**config.mk**
```make
export PLATFORM = sky130hd
export DESIGN_NAME = turn_fire_controller
export DESIGN_NICKNAME = d
export VERILOG_FILES = /design/src/rtl/turn_fire_controller.sv
export SDC_FILE = /design/constraint.sdc
export NUM_CORES = 1
export LEC_CHECK = 0
export ABC_AREA = 1
export CORE_ASPECT_RATIO = 0.7
export CORE_MARGIN = 3
export CORE_UTILIZATION = 45
export DETAILED_ROUTE_END_ITERATION = 6
export PLACE_DENSITY = 0.76
export RECOVER_POWER = 100
export SKIP_CTS_REPAIR_TIMING = 1
export SLEW_MARGIN = 20
export SYNTH_ARGS = -nofsm -noshare
export SYNTH_HDL_FRONTEND = slang
export SYNTH_SLANG_ARGS = --single-unit
```
**constraint.sdc**
```tcl
create_clock -name frame_clk -period 5.72 [get_ports frame_clk]
set_input_delay 1.43 -clock frame_clk [delete_from_list [all_inputs] [get_ports frame_clk]]
set_output_delay 1.43 -clock frame_clk [all_outputs]
set_load 0.005 [all_outputs]
```
**src/rtl/turn_fire_controller.sv**
```systemverilog
// ---------------------------------------------------------------------------
// turn_fire_controller
//
// Frame-rate game sequencer for a two-turret duel. Both turrets share one
// projectile. This block tracks whose turn it is, both aim indices, the
// projectile position and velocity, deflector and wall bounces, misses and
// hits, and the scores. The draw logic reads the aim indices and the bullet
// position. The pixel-detect path returns the deflector and target collision
// flags.
//
// Ports
//   frame_clk      in   1   frame-rate clock, all state updates on rising edge
//   Reset          in   1   synchronous, active-high
//   keycode        in   8   current USB keycode, held while the key is down
//   hit_deflector  in   1   bullet overlaps a deflector pixel this frame
//   hit_target     in   1   bullet overlaps the opponent sprite this frame
//   turret_l       out  4   left aim index, 0..8
//   turret_r       out  4   right aim index, 0..8
//   b_pos_x        out  10  bullet top-left x
//   b_pos_y        out  10  bullet top-left y
//   b_exist        out  1   bullet is drawn
//   b_dir          out  1   0 = moving right, 1 = moving left
//   active_player  out  1   0 = left, 1 = right
//   score_l        out  4   left score
//   score_r        out  4   right score
//   game_over      out  1   a player has reached WIN_SCORE
// ---------------------------------------------------------------------------
module turn_fire_controller #(
   parameter int L_MUZZLE_X = 90,
   parameter int L_MUZZLE_Y = 52,
   parameter int R_MUZZLE_X = 510,
   parameter int R_MUZZLE_Y = 420,
   parameter int BULLET_W   = 40,
   parameter int BULLET_H   = 10,
   parameter int SCREEN_W   = 640,
   parameter int SCREEN_H   = 480,
   parameter int COOLDOWN   = 30,
   parameter int ANGLE_INIT = 4,
   parameter int WIN_SCORE  = 5
) (
   input  logic       frame_clk,
   input  logic       Reset,
   input  logic [7:0] keycode,
   input  logic       hit_deflector,
   input  logic       hit_target,
   output logic [3:0] turret_l,
   output logic [3:0] turret_r,
   output logic [9:0] b_pos_x,
   output logic [9:0] b_pos_y,
   output logic       b_exist,
   output logic       b_dir,
   output logic       active_player,
   output logic [3:0] score_l,
   output logic [3:0] score_r,
   output logic       game_over
);

   typedef enum logic [2:0] {
      S_IDLE,
      S_LAUNCH,
      S_FLIGHT,
      S_COOL,
      S_OVER
   } state_t;

   localparam logic [7:0] K_L_DEC  = 8'h1A;
   localparam logic [7:0] K_L_INC  = 8'h16;
   localparam logic [7:0] K_L_FIRE = 8'h2C;
   localparam logic [7:0] K_R_DEC  = 8'h52;
   localparam logic [7:0] K_R_INC  = 8'h51;
   localparam logic [7:0] K_R_FIRE = 8'h28;

   // Geometry as 12-bit signed so that edge tests cannot wrap.
   localparam logic signed [11:0] BW_S = 12'(BULLET_W);
   localparam logic signed [11:0] BH_S = 12'(BULLET_H);
   localparam logic signed [11:0] SW_S = 12'(SCREEN_W);
   localparam logic signed [11:0] SH_S = 12'(SCREEN_H);

   localparam logic [9:0] CD_LAST     = 10'(COOLDOWN - 1);
   localparam logic [9:0] FLIGHT_LAST = 10'd1022;

   state_t            state_q, state_d;
   logic [7:0]        key_q, key_d;
   logic [3:0]        tl_q, tl_d, tr_q, tr_d;
   logic [9:0]        pos_x_q, pos_x_d, pos_y_q, pos_y_d;
   logic signed [2:0] dx_q, dx_d, dy_q, dy_d;
   logic              exist_q, exist_d, dir_q, dir_d, player_q, player_d;
   logic [3:0]        score_l_q, score_l_d, score_r_q, score_r_d;
   logic              over_q, over_d, lock_q, lock_d;
   logic [9:0]        cnt_q, cnt_d;

   function automatic logic [3:0] aim_dec(input logic [3:0] a);
      return (a == 4'd0) ? 4'd0 : a - 4'd1;
   endfunction

   function automatic logic [3:0] aim_inc(input logic [3:0] a);
      return (a >= 4'd8) ? 4'd8 : a + 4'd1;
   endfunction

   function automatic logic [3:0] score_inc(input logic [3:0] s);
      return (s == 4'hF) ? s : s + 4'd1;
   endfunction

   function automatic logic signed [2:0] vel_dx(input logic [3:0] idx);
      case (idx)
         4'd0, 4'd8: return 3'sd0;
         4'd1, 4'd7: return 3'sd1;
         default:    return 3'sd2;
      endcase
   endfunction

   function automatic logic signed [2:0] vel_dy(input logic [3:0] idx);
      case (idx)
         4'd0, 4'd1, 4'd2: return -3'sd2;
         4'd3:             return -3'sd1;
         4'd4:             return 3'sd0;
         4'd5:             return 3'sd1;
         default:          return 3'sd2;
      endcase
   endfunction

   logic                key_ev;
   logic [3:0]          aim_idx;
   logic signed [2:0]   dx_base, dx_launch;
   logic signed [11:0]  x_s, y_s, dx_s, dy_s;
   logic                dx_pos, miss_r, miss_l, wall_v;

   // A key acts only on the frame it first differs from the previous frame.
   assign key_ev = (keycode != 8'h00) && (keycode != key_q);

   assign aim_idx   = player_q ? tr_q : tl_q;
   assign dx_base   = vel_dx(aim_idx);
   assign dx_launch = player_q ? (3'sd0 - dx_base) : dx_base;

   assign x_s    = $signed({2'b00, pos_x_q});
   assign y_s    = $signed({2'b00, pos_y_q});
   assign dx_s   = $signed({{9{dx_q[2]}}, dx_q});
   assign dy_s   = $signed({{9{dy_q[2]}}, dy_q});
   assign dx_pos = !dx_q[2] && (dx_q != 3'sd0);
   assign miss_r = dx_pos && ((x_s + BW_S + dx_s) >= SW_S);
   assign miss_l = dx_q[2] && (x_s < (12'sd0 - dx_s));
   assign wall_v = ((y_s + dy_s) < 12'sd0) || ((y_s + BH_S + dy_s) > SH_S);

   always_comb begin
      state_d   = state_q;
      key_d     = keycode;
      tl_d      = tl_q;
      tr_d      = tr_q;
      pos_x_d   = pos_x_q;
      pos_y_d   = pos_y_q;
      dx_d      = dx_q;
      dy_d      = dy_q;
      exist_d   = exist_q;
      dir_d     = dir_q;
      player_d  = player_q;
      score_l_d = score_l_q;
      score_r_d = score_r_q;
      over_d    = over_q;
      cnt_d     = cnt_q;
      // The lock stops a deflector that stays in contact for several frames
      // from reflecting the bullet again on each of those frames.
      lock_d    = hit_deflector ? lock_q : 1'b0;

      case (state_q)
         S_IDLE: begin
            if (key_ev) begin
               if (!player_q) begin
                  case (keycode)
                     K_L_DEC:  tl_d    = aim_dec(tl_q);
                     K_L_INC:  tl_d    = aim_inc(tl_q);
                     K_L_FIRE: state_d = S_LAUNCH;
                     default: ;
                  endcase
               end else begin
                  case (keycode)
                     K_R_DEC:  tr_d    = aim_dec(tr_q);
                     K_R_INC:  tr_d    = aim_inc(tr_q);
                     K_R_FIRE: state_d = S_LAUNCH;
                     default: ;
                  endcase
               end
            end
         end

         S_LAUNCH: begin
            pos_x_d = player_q ? 10'(R_MUZZLE_X) : 10'(L_MUZZLE_X);
            pos_y_d = player_q ? 10'(R_MUZZLE_Y) : 10'(L_MUZZLE_Y);
            dx_d    = dx_launch;
            dy_d    = vel_dy(aim_idx);
            exist_d = 1'b1;
            // A vertical shot has no horizontal sign. It takes its direction
            // from the shooter.
            if (dx_launch[2])
               dir_d = 1'b1;
            else if (dx_launch == 3'sd0)
               dir_d = player_q;
            else
               dir_d = 1'b0;
            cnt_d   = '0;
            state_d = S_FLIGHT;
         end

         S_FLIGHT: begin
            cnt_d = cnt_q + 10'd1;
            if (hit_target) begin
               if (!player_q) score_l_d = score_inc(score_l_q);
               else           score_r_d = score_inc(score_r_q);
               exist_d = 1'b0;
               cnt_d   = '0;
               state_d = S_COOL;
            end else if (miss_r || miss_l || (cnt_q == FLIGHT_LAST)) begin
               exist_d = 1'b0;
               cnt_d   = '0;
               state_d = S_COOL;
            end else if (hit_deflector && !lock_q) begin
               dx_d   = 3'sd0 - dx_q;
               dir_d  = ~dir_q;
               lock_d = 1'b1;
            end else if (wall_v) begin
               dy_d = 3'sd0 - dy_q;
            end else begin
               pos_x_d = pos_x_q + {{7{dx_q[2]}}, dx_q};
               pos_y_d = pos_y_q + {{7{dy_q[2]}}, dy_q};
            end
         end

         S_COOL: begin
            if (cnt_q == CD_LAST) begin
               cnt_d = '0;
               if ((score_l_q == 4'(WIN_SCORE)) || (score_r_q == 4'(WIN_SCORE))) begin
                  over_d  = 1'b1;
                  state_d = S_OVER;
               end else begin
                  player_d = ~player_q;
                  state_d  = S_IDLE;
               end
            end else begin
               cnt_d = cnt_q + 10'd1;
            end
         end

         S_OVER: ;

         default: state_d = S_IDLE;
      endcase
   end

   always_ff @(posedge frame_clk) begin
      if (Reset) begin
         state_q   <= S_IDLE;
         key_q     <= '0;
         tl_q      <= 4'(ANGLE_INIT);
         tr_q      <= 4'(ANGLE_INIT);
         pos_x_q   <= 10'(L_MUZZLE_X);
         pos_y_q   <= 10'(L_MUZZLE_Y);
         dx_q      <= '0;
         dy_q      <= '0;
         exist_q   <= 1'b0;
         dir_q     <= 1'b0;
         player_q  <= 1'b0;
         score_l_q <= '0;
         score_r_q <= '0;
         over_q    <= 1'b0;
         lock_q    <= 1'b0;
         cnt_q     <= '0;
      end else begin
         state_q   <= state_d;
         key_q     <= key_d;
         tl_q      <= tl_d;
         tr_q      <= tr_d;
         pos_x_q   <= pos_x_d;
         pos_y_q   <= pos_y_d;
         dx_q      <= dx_d;
         dy_q      <= dy_d;
         exist_q   <= exist_d;
         dir_q     <= dir_d;
         player_q  <= player_d;
         score_l_q <= score_l_d;
         score_r_q <= score_r_d;
         over_q    <= over_d;
         lock_q    <= lock_d;
         cnt_q     <= cnt_d;
      end
   end

   assign turret_l      = tl_q;
   assign turret_r      = tr_q;
   assign b_pos_x       = pos_x_q;
   assign b_pos_y       = pos_y_q;
   assign b_exist       = exist_q;
   assign b_dir         = dir_q;
   assign active_player = player_q;
   assign score_l       = score_l_q;
   assign score_r       = score_r_q;
   assign game_over     = over_q;

endmodule

```
==> summary.txt, run 1 <==
Worst setup path
  – Crit path launch: Reset
  – CP endpoint kind: flip-flop
  – Critical R2R Launch: b_pos_y[1]$_SDFFE_PP0P_
  – Crit start category: primary input
  – Req. time, crit path: 5930 ps
  – Critical path peak fanout: 37
  – Crit Path Class: in -> reg
  – WP data arrival: 4730 ps

Floorplanning
  – Full die area: 15100 sq um
  – Die Ht: 104 um
  – Placeable Area: 12800 sq um
  – Initial Util: 47.7%
  – FP Rows: 34
  – # IOs: 52
  – Horiz. Die Dim: 145 um

STA
  – Slew Limit Fails: 38
  – Final Cycle Share: 78.9%
  – Setup TNS: 0 ps
  – Setup Skew: 10.0 ps
  – Max_slew headroom: -22.7%
  – Final-report setup violation count: 0
  – Fmax: 222 MHz
  – Final hold violations: 0
  – Worst Tran Pin Value: 1840 ps
  – Unrepaired setup endpoints after global routing: false
  – Tmin final: 4510 ps

Synth
  – Commonest cells post-synth: nand2_1 (223), inv_1 (153), nor2_1 (112), nand3_1 (83), a21oi_1 (69)
  – Asr flop ratio synth: 0%
  – Cell with the most instances after synthesis: nand2_1
  – Mapped Cells: 969
  – Netlist cell types: 46
  – Synthesized cell area: 6120 sq um
  – Mapped Nets: 1048
  – Top cell type's share of synthesized area: 22.2%
  – Number of synthesized flops with an enable pin: 0
  – Ranking of synthesized cells by area: dfxtp_1 (22%), nand2_1 (14%), ha_1 (13%), inv_1 (9.4%), nor2_1 (6.9%)
  – Largest area contributor in the netlist: dfxtp_1
  – Yosys warns: 0
  – Top FF cell, synth: dfxtp_1
  – Syn_area_per_cell: 6.32 sq um
  – Yosys reg bits: 68
  – Sequential fraction of the synthesis area: 22.2%

Run
  – Max Cap Viol: 1

Finish
  – Final core occ: 54.7%
  – Finished Cell Area: 7030 sq um
  – Area grow syn2layout: 14.8%
  – Fillcell total: 1254
  – Final #Nets: 1094
  – Ant. Diodes: 0
  – Non-filler cells in the finished layout: 1200
  – Share of layout cells above drive strength 1: 3.53%

Detailed routing
  – Routed WL: 15.0 mm
  – Drt drc: 0
  – Vias: 6157
  – Iteration-0 DRC Markers: 401
  – TritonRoute pass-1 iters: 5
  – Average wire per standard cell: 12.5 um
  – Drt via density: 5.13
  – Antenna viol nets, final: 0

Clocking
  – CTS tree: yes
  – Total CTS buffers: 9
  – Max H-tree Level: 3
  – Clock Root Buffer: clkbuf_16
  – Clock sinks: 68
  – Max Root-Sink Buffers: 2
  – Clock Latency Late Sink: 340 ps
  – Clock-pin slew on the worst setup and hold paths: 60 ps

GRT
  – Tot GR Track Use: 20.0%
  – Overflow left after global routing: 0
  – Initial antenna violation count: 0
  – First-pass GRT wire length: 26.0 mm
  – Vias in the first global route: 5618
  – Largest net degree at the start of global routing: 38

Outcome
  – Violated checks: max-capacitance violations, max-slew violations
  – Status: complete, but fails checks

Power and ir drop
  – Leak pwr: 3.47 nW
  – Worst vdd ir: 0.262 mV
  – Power per cell area: 504 nW/um^2

Place
  – HPWL after DPL: 11.2 mm
  – Port bufs: 51
  – Placed insts: 1184
  – GPL Wtd Cong: 0.929
  – Placed instance area: 6770 sq um

Hold path
  – Worst min-delay path category: reg -> reg
  – Hold_sp: b_exist$_SDFFE_PP0P_
[cell families after synthesis]
logic type | after synthesis | synth area share (%)
buf+inv | 177 | 11.4
xor+xnor | 39 | 5.58
flops | 68 | 22.2
compound gates | 140 | 13.2
fa+ha+maj | 67 | 14.1
simple gates | 478 | 33.6
[placed cells by master (no fill, tap or decap), types with 11 or more instances in the layout]
cell type      instances
inv_1                153
xnor2_1               11
nor2_1               112
o21ai_0               36
nand2_1              226
xor2_1                28
nor3_1                19
a21oi_1               69
nand4_1               23
dlygate4sd3_1         42
dfxtp_1               68
nand3_1               83
ha_1                  64
[metal layers]
metal  routed length, um  vias to the layer above  GRT usage [%]
met3                 968                       21           4.06
met5                   0                        -              0
met1                7770                     2693           29.9
met4                 162                        0           4.67
met2                6070                      200           29.4
li1                    -                     3243              -
[through the flow]
step,power [mW],hold WS [ps],setup slack (ps)
floorplan,2.47,432,2790
global placement,2.99,443,2220
detailed placement,3.03,457,2220
CTS,3.57,465,2230
global route,3.93,483,919
finish,3.54,461,1210
[where the power goes]
group / internal, mW / switching, mW
sequential: 0.567 / 0.155
clock: 0.297 / 0.230
combinational: 0.876 / 1.41
[cell type report]
class / instances / area (sq um) / share of cell area [%]
Multi-Input combinational cell: 724 / 4050 / 57.6
Sequential cell: 68 / 1360 / 19.4
Inverter: 159 / 597 / 8.49
Timing Repair Buffer: 53 / 522 / 7.42
Clock buffer: 10 / 229 / 3.26
Tap cell: 180 / 225 / 3.20
Clock inverter: 6 / 48.8 / 0.694
[critical path, cell delays in order]
cell,delay [ps]
dlygate4sd3_1,520
clkbuf_1,1320
inv_1,1060
o21ai_0,310
a21oi_1,60
[final timing paths]
path	endpoint	slack [ps]	cells after the start
worst max-delay path	active_player$_SDFFE_PP0P_	1210	5
worst min register to register	b_exist$_SDFFE_PP0P_	460	2
worst min-delay path	b_exist$_SDFFE_PP0P_	460	2
worst max register to register	b_pos_y[0]$_SDFFE_PP0P_	1550	20
[registers in the layout, summed over array words and instances (netlist names), 4 cells and up]
| signal | cells |
|---|---|
| key_q | 8 |
| turret_l | 4 |
| b_pos_x | 10 |
| score_r | 4 |
| score_l | 4 |
| turret_r | 4 |
| cnt_q | 10 |
| b_pos_y | 10 |
Power figures use the tool's default switching activity.
==> run 2: changes to the inputs <==
clock period = 4.3 ns   (was 5.72 ns; I/O delays follow)
==> summary.txt, run 2 (synthesized netlist as in run 1, its figures left out) <==
Outcome
  – Status: completed

Power and ir drop
  – Power Internal: 2.38 mW
  – P_sw: 2.40 mW
  – Flop pwr share: 20.1%
  – Worst vdd ir: 0.275 mV
  – Power per cell area: 676 nW/um^2
  – Clock power share: 15.8%
  – Sw Share: 50.2%
  – Leak pwr: 3.51 nW
  – Combinational share of power: 64.1%

Floorplanning
  – FP Rows: 34
  – Die Ht: 104 um
  – Placeable Area: 12800 sq um
  – # IOs: 52
  – Horiz. Die Dim: 145 um
  – Initial Util: 47.7%
  – Full die area: 15100 sq um

STA
  – Final-report setup violation count: 0
  – Final Cycle Share: 83.9%
  – Final hold violations: 0
  – Setup Skew: 7.16 ps
  – Unrepaired setup endpoints after global routing: false
  – Slew Limit Fails: 0
  – PnR worst setup slack: 694 ps
  – Setup TNS: 0 ps
  – Fmax: 277 MHz
  – Tmin final: 3610 ps
  – Hold Worst Slack: 457 ps
  – Worst Tran Pin Value: 982 ps
  – Max_slew headroom: 34.1%

Worst setup path
  – Crit start category: flip-flop
  – Critical R2R Launch: b_pos_x[3]$_SDFFE_PP1P_
  – Crit path launch: b_pos_x[3]$_SDFFE_PP1P_
  – Crit Path Class: reg -> reg
  – R2R depth: 20
  – CP endpoint kind: flip-flop
  – Req. time, crit path: 4580 ps
  – Reg2Reg Setup Slack: 690 ps
  – Critical path peak fanout: 18
  – WP data arrival: 3880 ps
  – RR Endpoint: b_pos_x[5]$_SDFFE_PP0P_

Detailed routing
  – Drt via density: 5.13
  – Iteration-0 DRC Markers: 436
  – Vias: 6167
  – Drt drc: 0
  – Average wire per standard cell: 12.5 um
  – TritonRoute pass-1 iters: 5
  – Routed WL: 15.1 mm
  – Antenna viol nets, final: 0

Hold path
  – Worst min-delay path category: reg -> reg
  – Hold EP: lock_q$_SDFF_PP0_
  – Hold Crit Depth: 2
  – Hold_sp: lock_q$_SDFF_PP0_

Finish
  – Finished Cell Area: 7070 sq um
  – Commonest non-fill, non-tap cell in the layout: nand2_1
  – Final #Nets: 1096
  – Share of layout cells above drive strength 1: 3.72%
  – Area grow syn2layout: 15.4%
  – Ant. Diodes: 0
  – Commonest cells after routing, fill and taps aside: nand2_1 (225), inv_1 (152), nor2_1 (112), nand3_1 (83), a21oi_1 (70)

Clocking
  – Total CTS buffers: 9
  – Clock sinks: 68
  – Clock Latency Late Sink: 340 ps
  – Clock-pin slew on the worst setup and hold paths: 60 ps
  – Clock Root Buffer: clkbuf_16
  – Max H-tree Level: 3
  – CTS tree: yes
  – Max Root-Sink Buffers: 2

Run
  – Max Cap Viol: 0

GRT
  – Overflow left after global routing: 0
  – Largest net degree at the start of global routing: 38
  – Vias in the first global route: 5465
  – Tot GR Track Use: 19.7%
  – First-pass GRT wire length: 25.3 mm
  – Initial antenna violation count: 1

Place
  – Placed instance area: 6790 sq um
  – GPL Wtd Cong: 0.895
  – Worst slack, placed: 932 ps
  – Port bufs: 51
  – HPWL after DPL: 11.2 mm
-- run 2: cell types whose count changed in the layout (fill, tap and decap cells not counted), sizes merged --
| cell | previous run | this run |
|---|---|---|
| inv | 159 | 158 |
| clkinvlp | 3 | 1 |
| clkbuf | 11 | 10 |
| clkdlybuf4s50 | 9 | 7 |
| buf | 1 | 4 |
| clkinv | 3 | 5 |
| dlygate4sd3 | 42 | 44 |
| bufinv | 0 | 1 |
-- run 2: final cells by class --
| cell class | instances | area, sq um |
|---|---|---|
| Clock buffer | 10 | 229 |
| Sequential cell | 68 | 1360 |
| Timing Repair Buffer | 55 | 541 |
| Multi-Input combinational cell | 724 | 4040 |
| Tap cell | 180 | 225 |
| Inverter | 159 | 597 |
| Fill cell | 1273 | 5780 |
| Clock inverter | 6 | 72.6 |
-- run 2: critical path: stages (launching register included) --
cell and delay (ps):
dfxtp_1 380, ha_1 250, o21ai_0 290, xor2_1 190
inv_1 70, ha_1 320, nand2_1 130, inv_1 60
a21oi_1 190, nand3_1 100, nand2_1 70, nand2_1 50
nand2_1 60, nand2_1 50, nand2_1 100, nand2_1 90
a21oi_2 590, nand2_4 260, nand2_1 120, nand2_1 60
nor2_1 100
-- run 2: worst max path at each step --
| stage | endpoint | depth (start not counted) | slack (ps) |
|---|---|---|---|
| finish | b_pos_x[5]$_SDFFE_PP0P_ | 20 | 690 |
| detailed placement | b_pos_x[5]$_SDFFE_PP0P_ | 22 | 930 |
| global route | b_pos_x[7]$_SDFFE_PP0P_ | 20 | 290 |
| global placement | b_pos_y[6]$_SDFFE_PP0P_ | 20 | 1030 |
| floorplan | b_pos_y[1]$_SDFFE_PP0P_ | 21 | 1370 |
| CTS | b_pos_x[5]$_SDFFE_PP0P_ | 22 | 910 |
-- run 2: through the flow --
step	util (%)	power (mW)	std cells
finish	55.0	4.78	1202
global route	55.0	5.29	1202
CTS	55.2	4.81	1202
detailed placement	52.8	4.02	1186
global placement	52.8	3.97	1186
floorplan	-	3.28	969
-- run 2: routing by layer --
metal | vias to the layer above | GRT usage, % | routed length [um]
li1 | 3247 | - | -
met4 | 2 | 3.66 | 92
met5 | - | 0 | 7
met2 | 146 | 29.3 | 6160
met1 | 2760 | 29.4 | 7990
met3 | 12 | 4.32 | 820
-- run 2: power groups by stage --
stage	Clock [mW]	Sequential (mW)	Combinational, mW
2_1_floorplan	0	0.938	2.34
3_3_place_gp	0	0.971	3.00
3_5_place_dp	0	0.975	3.05
4_1_cts	0.769	0.963	3.07
5_1_grt	0.796	0.982	3.51
6_report	0.757	0.959	3.06
